`config.mk`:
```
export PLATFORM = sky130hd
export DESIGN_NAME = neuron_mac_scheduler_flat
export DESIGN_NICKNAME = d
export VERILOG_FILES = /design/src/rtl/neuron_mac_scheduler_if.sv /design/src/rtl/neuron_mac_scheduler.sv /design/src/flat_wrapper.sv
export SDC_FILE = /design/constraint.sdc
export NUM_CORES = 2
export LEC_CHECK = 0
export BUFFER_PORTS_ARGS = -buffer_cell sky130_fd_sc_hd__buf_2
export CAP_MARGIN = 20
export CORE_ASPECT_RATIO = 0.6
export CORE_MARGIN = 2
export CORE_UTILIZATION = 30
export DETAILED_ROUTE_END_ITERATION = 10
export PLACE_DENSITY = 0.5
export SLEW_MARGIN = 40
export SYNTH_ARGS = -nofsm -noshare
export SYNTH_HDL_FRONTEND = slang
export SYNTH_SLANG_ARGS = --single-unit
```
`constraint.sdc`:
```
create_clock -name clk -period 11.1 [get_ports clk]
set_clock_uncertainty 0.15 [all_clocks]
set_input_delay 0.555 -clock clk [delete_from_list [all_inputs] [get_ports clk]]
set_output_delay 0.555 -clock clk [all_outputs]
set_load 0.01 [all_outputs]
```
`src/rtl/neuron_mac_scheduler_if.sv`:
```
// neuron_mac_scheduler_if: parameter-RAM read ports and result stream of the MAC scheduler
interface neuron_mac_scheduler_if #(
    parameter int DATA_WIDTH   = 32,
    parameter int NEURON_WIDTH = 824,
    parameter int NEURON_NUM   = 10,
    parameter int B_BITS       = 32,
    parameter int OUT_WIDTH    = DATA_WIDTH + 8
);
    localparam int IW = NEURON_WIDTH > 1 ? $clog2(NEURON_WIDTH) : 1;
    localparam int WW = NEURON_NUM * NEURON_WIDTH > 1 ? $clog2(NEURON_NUM * NEURON_WIDTH) : 1;
    localparam int BW = NEURON_NUM > 1 ? $clog2(NEURON_NUM) : 1;
    logic                        in_rd_en, w_rd_en, b_rd_en, out_valid, out_ready;
    logic [IW-1:0]               in_addr;
    logic [WW-1:0]               w_addr;
    logic [BW-1:0]               b_addr, out_idx;
    logic signed [DATA_WIDTH-1:0] in_data, w_data;
    logic signed [B_BITS-1:0]    b_data;
    logic signed [OUT_WIDTH-1:0] out_data;
    modport master (
        output in_rd_en, in_addr, w_rd_en, w_addr, b_rd_en, b_addr, out_valid, out_idx, out_data,
        input  in_data, w_data, b_data, out_ready
    );
    modport slave (
        input  in_rd_en, in_addr, w_rd_en, w_addr, b_rd_en, b_addr, out_valid, out_idx, out_data,
        output in_data, w_data, b_data, out_ready
    );
endinterface

```
`src/rtl/neuron_mac_scheduler.sv`:
```
// neuron_mac_scheduler: single signed MAC sequencing all neurons of a dense layer; define NN_SCHED_ABORT_EN for an abort input
module neuron_mac_scheduler #(
    parameter int DATA_WIDTH   = 32,
    parameter int NEURON_WIDTH = 824,
    parameter int NEURON_NUM   = 10,
    parameter int B_BITS       = 32,
    parameter int ACC_WIDTH    = 2 * DATA_WIDTH + $clog2(NEURON_WIDTH) + 1,
    parameter int OUT_WIDTH    = DATA_WIDTH + 8
) (
    input  logic clk,
    input  logic rst_n,
    input  logic start_i,
    input  logic relu_en_i,
`ifdef NN_SCHED_ABORT_EN
    input  logic abort_i,
`endif
    output logic busy_o,
    output logic done_o,
    neuron_mac_scheduler_if.master bus
);
    localparam int IW = NEURON_WIDTH > 1 ? $clog2(NEURON_WIDTH) : 1;
    localparam int WW = NEURON_NUM * NEURON_WIDTH > 1 ? $clog2(NEURON_NUM * NEURON_WIDTH) : 1;
    localparam int BW = NEURON_NUM > 1 ? $clog2(NEURON_NUM) : 1;
    localparam int PW = 2 * DATA_WIDTH;
    localparam logic [IW-1:0] K_LAST = IW'(NEURON_WIDTH - 1);
    localparam logic [BW-1:0] N_LAST = BW'(NEURON_NUM - 1);
    localparam logic signed [OUT_WIDTH-1:0] OMAX = {1'b0, {(OUT_WIDTH-1){1'b1}}};
    localparam logic signed [OUT_WIDTH-1:0] OMIN = {1'b1, {(OUT_WIDTH-1){1'b0}}};
    localparam logic signed [ACC_WIDTH-1:0] AMAX = {{(ACC_WIDTH-OUT_WIDTH){1'b0}}, OMAX};
    localparam logic signed [ACC_WIDTH-1:0] AMIN = {{(ACC_WIDTH-OUT_WIDTH){1'b1}}, OMIN};

    typedef enum logic [2:0] {IDLE, BIAS, MAC, FLUSH, OUT} state_t;

    state_t                       state_q, state_d;
    logic [BW-1:0]                n_q, n_d, out_idx_q, out_idx_d;
    logic [IW-1:0]                k_q, k_d;
    logic signed [ACC_WIDTH-1:0]  acc_q, acc_d, acc_sum, relu_v;
    logic signed [OUT_WIDTH-1:0]  out_data_q, out_data_d, sat_v;
    logic                         relu_q, relu_d, done_q, done_d, abort;
    logic [PW-1:0]                prod;

`ifdef NN_SCHED_ABORT_EN
    assign abort = abort_i;
`else
    assign abort = 1'b0;
`endif

    // Sign-extended operands keep the low 2*DATA_WIDTH product bits identical to a signed multiply
    assign prod    = {{DATA_WIDTH{bus.in_data[DATA_WIDTH-1]}}, bus.in_data} *
                     {{DATA_WIDTH{bus.w_data[DATA_WIDTH-1]}}, bus.w_data};
    assign acc_sum = acc_q + {{(ACC_WIDTH-PW){prod[PW-1]}}, prod};
    assign relu_v  = (relu_q && acc_sum[ACC_WIDTH-1]) ? '0 : acc_sum;
    assign sat_v   = relu_v > AMAX ? OMAX : relu_v < AMIN ? OMIN : relu_v[OUT_WIDTH-1:0];

    // Next-state and datapath updates; the final product is folded into the result during FLUSH
    always_comb begin
        state_d    = state_q;
        n_d        = n_q;
        k_d        = k_q;
        acc_d      = acc_q;
        relu_d     = relu_q;
        out_data_d = out_data_q;
        out_idx_d  = out_idx_q;
        done_d     = 1'b0;
        case (state_q)
            IDLE: if (start_i && !done_q) begin
                state_d = BIAS;
                relu_d  = relu_en_i;
                n_d     = '0;
            end
            BIAS: begin
                state_d = MAC;
                k_d     = '0;
            end
            MAC: begin
                acc_d   = k_q == '0 ? {{(ACC_WIDTH-B_BITS){bus.b_data[B_BITS-1]}}, bus.b_data} : acc_sum;
                k_d     = k_q + 1'b1;
                state_d = k_q == K_LAST ? FLUSH : MAC;
            end
            FLUSH: begin
                acc_d      = acc_sum;
                out_data_d = sat_v;
                out_idx_d  = n_q;
                state_d    = OUT;
            end
            OUT: if (bus.out_ready) begin
                state_d = n_q == N_LAST ? IDLE : BIAS;
                done_d  = n_q == N_LAST;
                n_d     = n_q == N_LAST ? n_q : n_q + 1'b1;
            end
            default: state_d = IDLE;
        endcase
        if (abort && state_q != IDLE) begin
            state_d = IDLE;
            done_d  = 1'b0;
        end
    end

    // State and datapath registers
    always_ff @(posedge clk or negedge rst_n) begin
        if (!rst_n) begin
            state_q    <= IDLE;
            n_q        <= '0;
            k_q        <= '0;
            acc_q      <= '0;
            relu_q     <= 1'b0;
            out_data_q <= '0;
            out_idx_q  <= '0;
            done_q     <= 1'b0;
        end else begin
            state_q    <= state_d;
            n_q        <= n_d;
            k_q        <= k_d;
            acc_q      <= acc_d;
            relu_q     <= relu_d;
            out_data_q <= out_data_d;
            out_idx_q  <= out_idx_d;
            done_q     <= done_d;
        end
    end

    assign busy_o        = state_q != IDLE;
    assign done_o        = done_q;
    assign bus.b_rd_en   = state_q == BIAS;
    assign bus.in_rd_en  = state_q == MAC;
    assign bus.w_rd_en   = state_q == MAC;
    assign bus.b_addr    = bus.b_rd_en ? n_q : '0;
    assign bus.in_addr   = bus.in_rd_en ? k_q : '0;
    assign bus.w_addr    = bus.w_rd_en ? WW'(n_q) * WW'(NEURON_WIDTH) + WW'(k_q) : '0;
    assign bus.out_valid = state_q == OUT;
    assign bus.out_idx   = out_idx_q;
    assign bus.out_data  = out_data_q;
endmodule

```
`src/flat_wrapper.sv`:
```
// flat-port wrapper written by rule: the top's interface ports become plain ports
module neuron_mac_scheduler_flat 
#(
    parameter int DATA_WIDTH   = 32,
    parameter int NEURON_WIDTH = 824,
    parameter int NEURON_NUM   = 10,
    parameter int B_BITS       = 32,
    parameter int ACC_WIDTH    = 2 * DATA_WIDTH + $clog2(NEURON_WIDTH) + 1,
    parameter int OUT_WIDTH    = DATA_WIDTH + 8
)
  (clk, rst_n, start_i, relu_en_i, busy_o, done_o, bus_in_rd_en, bus_in_addr, bus_w_rd_en, bus_w_addr, bus_b_rd_en, bus_b_addr, bus_out_valid, bus_out_idx, bus_out_data, bus_in_data, bus_w_data, bus_b_data, bus_out_ready);
  neuron_mac_scheduler_if #(.DATA_WIDTH(DATA_WIDTH), .NEURON_WIDTH(NEURON_WIDTH), .NEURON_NUM(NEURON_NUM), .B_BITS(B_BITS), .OUT_WIDTH(OUT_WIDTH)) bus_i ();
  input  logic clk;
  input  logic rst_n;
  input  logic start_i;
  input  logic relu_en_i;
  output logic busy_o;
  output logic done_o;
  output wire logic [$bits(bus_i.in_rd_en)-1:0] bus_in_rd_en;
  output wire logic [$bits(bus_i.in_addr)-1:0] bus_in_addr;
  output wire logic [$bits(bus_i.w_rd_en)-1:0] bus_w_rd_en;
  output wire logic [$bits(bus_i.w_addr)-1:0] bus_w_addr;
  output wire logic [$bits(bus_i.b_rd_en)-1:0] bus_b_rd_en;
  output wire logic [$bits(bus_i.b_addr)-1:0] bus_b_addr;
  output wire logic [$bits(bus_i.out_valid)-1:0] bus_out_valid;
  output wire logic [$bits(bus_i.out_idx)-1:0] bus_out_idx;
  output wire logic [$bits(bus_i.out_data)-1:0] bus_out_data;
  input wire logic [$bits(bus_i.in_data)-1:0] bus_in_data;
  input wire logic [$bits(bus_i.w_data)-1:0] bus_w_data;
  input wire logic [$bits(bus_i.b_data)-1:0] bus_b_data;
  input wire logic [$bits(bus_i.out_ready)-1:0] bus_out_ready;
  assign bus_in_rd_en = bus_i.in_rd_en;
  assign bus_in_addr = bus_i.in_addr;
  assign bus_w_rd_en = bus_i.w_rd_en;
  assign bus_w_addr = bus_i.w_addr;
  assign bus_b_rd_en = bus_i.b_rd_en;
  assign bus_b_addr = bus_i.b_addr;
  assign bus_out_valid = bus_i.out_valid;
  assign bus_out_idx = bus_i.out_idx;
  assign bus_out_data = bus_i.out_data;
  assign bus_i.in_data = bus_in_data;
  assign bus_i.w_data = bus_w_data;
  assign bus_i.b_data = bus_b_data;
  assign bus_i.out_ready = bus_out_ready;
  neuron_mac_scheduler #(.DATA_WIDTH(DATA_WIDTH), .NEURON_WIDTH(NEURON_WIDTH), .NEURON_NUM(NEURON_NUM), .B_BITS(B_BITS), .ACC_WIDTH(ACC_WIDTH), .OUT_WIDTH(OUT_WIDTH)) u_core (.clk(clk), .rst_n(rst_n), .start_i(start_i), .relu_en_i(relu_en_i), .busy_o(busy_o), .done_o(done_o), .bus(bus_i));
endmodule
```
==> metrics.txt <==
status complete, but fails checks; failing checks setup timing; CP endpoint kind flop; clk sink count 138; Syn Inst Count about 5400; chip width 518 um; Warnings, synthesis 0; Synth Net Count 6845; CTS tree built; Nets 7564; Worst path max stage delay between 0.5 and 0.6 ns; First-pass DRT Iterations 7; synth unique cells 86; Finish-stage setup viols 39; max_slew headroom around 49%; Die Y around 310 um; top_reg_cell synth dfrtp_1; H-tree levels 4; Worst Path Class, Setup in2reg; top-count cell post-synth fa_1; Period minus WS final around 11 ns; clk_lat worst skew between 0.4 and 0.5 ns; reg2reg start u_core.acc_q[0]$_DFFE_PN0P_; remaining global-route overflow 0; via count 38105; Yosys top cell area share between 40% and 50%; Worst EP arrival 11.44 ns; global router's overall resource usage 18.6%; hold path start bus_out_ready; Max-Cap Viols 0; syn_area_per_cell approximately 8.9 um2; Die ar. around 160000 um2; DR iter-0 viols between 2000 and 3000; Num CTS Buffers 17; vias per cell 4.63; sequential share of the synthesized area just over 7%; CP Buf/Inv Count 11; fraction of registers with async set/reset 100%; first-pass GRT wire length about 240000 um; CP delay by family, top adder cells; DR DRC count 0; fin crit share 101%; Post-Synthesis Cell Area 47600 um2; Post-synth EDFFs 0; Clock Path Buffers 2; Hold Vio Cnt, Final 0; top post-synthesis cells by count 1087 x fa_1, 1056 x inv_1, 775 x nand2_1, 461 x and2_1, 284 x ha_1; Cell Rows around 110; Placer Congestion a little under 0.9; share of layout cells above drive strength 1 between 20% and 30%; largest net degree at the start of global routing 118; initial antenna violation count 1; Req. time, crit path 11.28 ns; CTS root buf clkbuf_16; I/O Buffers 178; core area between 150000 and 200000 um2; hpwl dp around 130000 um; Syn-to-layout area delta 23.9%; maximum clock frequency a little under 90 MHz; crit-path max FO 20; Worst Tran Pin Value between 0.7 and 0.8 ns; drt wl/cell about 18 um; slowest CP cell fa_1; final wirelength between 100000 and 150000 um; Yosys top cell by area fa_1; RSZ-0062 raised after global routing true; Hold Path Class in2reg; Inserted Diodes 0; initial core utilization around 30%; fillcell total between 15000 and 20000; critical path launch point type primary input; I/O pin total 179; synth top area cells fa_1 46%, inv_1 8.3%, ha_1 7.5%; FF+latch count, synth about 140; final worst slack -0.153 ns; CP most frequent cell fa_1; antenna violation net count after detailed routing 0; Setup TNS Final -4.73 ns; Slew Limit Fails 0; vias in the first global route 40011; CTS clk-pin slew, worst paths roughly 0.070 ns; crit path from bus_w_data[6]
sequential cells by signal, summed over array words and instances, names as in the netlist:
signal,cells
u_core.done_o,1
u_core.n_q,4
u_core.state_q,3
u_core.bus.out_idx,4
u_core.relu_q,1
u_core.acc_q,75
u_core.k_q,10
u_core.bus.out_data,40
final cells by class:
type                            instances  area [um2]  area share, %
Multi-Input combinational cell       3893       40100           67.9
Timing Repair Buffer                  986        8230           14.0
Inverter                             1056        3960           6.72
Sequential cell                       138        3450           5.86
Tap cell                             2127        2660           4.51
Clock buffer                           18         439          0.745
Clock inverter                         13         154          0.261
per-stage QoR:
| stage | util [%] | hold WS, ns | setup slack [ns] | instances | cell area, um2 |
|---|---|---|---|---|---|
| 5_1_grt | 37.3 | 0.165 | -0.539 | 8231 | 59000 |
| 4_1_cts | 36.8 | 0.154 | -0.0715 | 8213 | 58100 |
| 2_1_floorplan | - | 0.109 | 0.00488 | 5373 | 47600 |
| 3_3_place_gp | 35.7 | 0.309 | -1.39 | 8141 | 56300 |
| 6_report | 37.3 | 0.181 | -0.153 | 8231 | 59000 |
| 3_5_place_dp | 35.7 | 0.315 | -1.45 | 8141 | 56300 |
routing by layer:
metal / up-vias / GRT usage, % / wire length (um)
met1: 19470 / 30.4 / 77500
met4: 0 / 1.70 / 1090
met3: 62 / 3.05 / 9000
met5: - / 0 / 0
met2: 873 / 26.1 / 60600
li1: 17700 / - / -
placed cells by master, fill, tap and decap left out, types with 107 or more instances in the layout:
cell / Yosys / final
fa_1: 1087 / 1064
inv_1: 1056 / 1045
nand2_1: 775 / 763
buf_4: 4 / 712
and2_1: 461 / 449
ha_1: 284 / 273
nor2_1: 200 / 181
o21ai_0: 213 / 177
a21oi_1: 193 / 171
dfrtp_1: 138 / 138
buf_2: 17 / 133
xnor2_1: 109 / 107
kinds of logic (layout without fill, tap and decap cells):
| kind of cell | after synthesis | in the layout | synth area share, % |
|---|---|---|---|
| and+or+nand+nor | 1677 | 1677 | 16.8 |
| adders and majority gates | 1371 | 1371 | 53.2 |
| buffers and inverters | 1342 | 2073 | 10.7 |
| AOI/OAI and AO/OA | 655 | 655 | 8.42 |
| xor gates and xnor gates | 155 | 155 | 2.88 |
| DFF | 138 | 138 | 7.25 |
| muxes | 35 | 35 | 0.744 |
final timing paths:
path,to,slack (ns),cells after the start
worst min register to register,u_core.bus.out_idx[1]$_DFFE_PN0P_,0.32,2
min in group asynchronous,u_core.k_q[0]$_DFFE_PN0P_,0.54,2
worst min-delay path,u_core.state_q[2]$_DFFE_PN0P_,0.18,2
worst max-delay path,u_core.bus.out_data[15]$_DFFE_PN0P_,-0.15,46
max in group asynchronous,u_core.bus.out_data[34]$_DFFE_PN0P_,9.18,3
worst max register to register,u_core.bus.out_data[34]$_DFFE_PN0P_,5.90,19
what timing repair did:
action,4_1_cts,5_1_grt
setup endpoints to repair,46,44
hold buffers,1,0
pin swaps,55,80
setup buffers,37,13
gates cloned,3,7
gates resized for setup,226,164
endpoints found under the hold margin,14,0
Power is not shown: default switching activity piles up to over one toggle a cycle in this logic, so the estimate is an artifact.
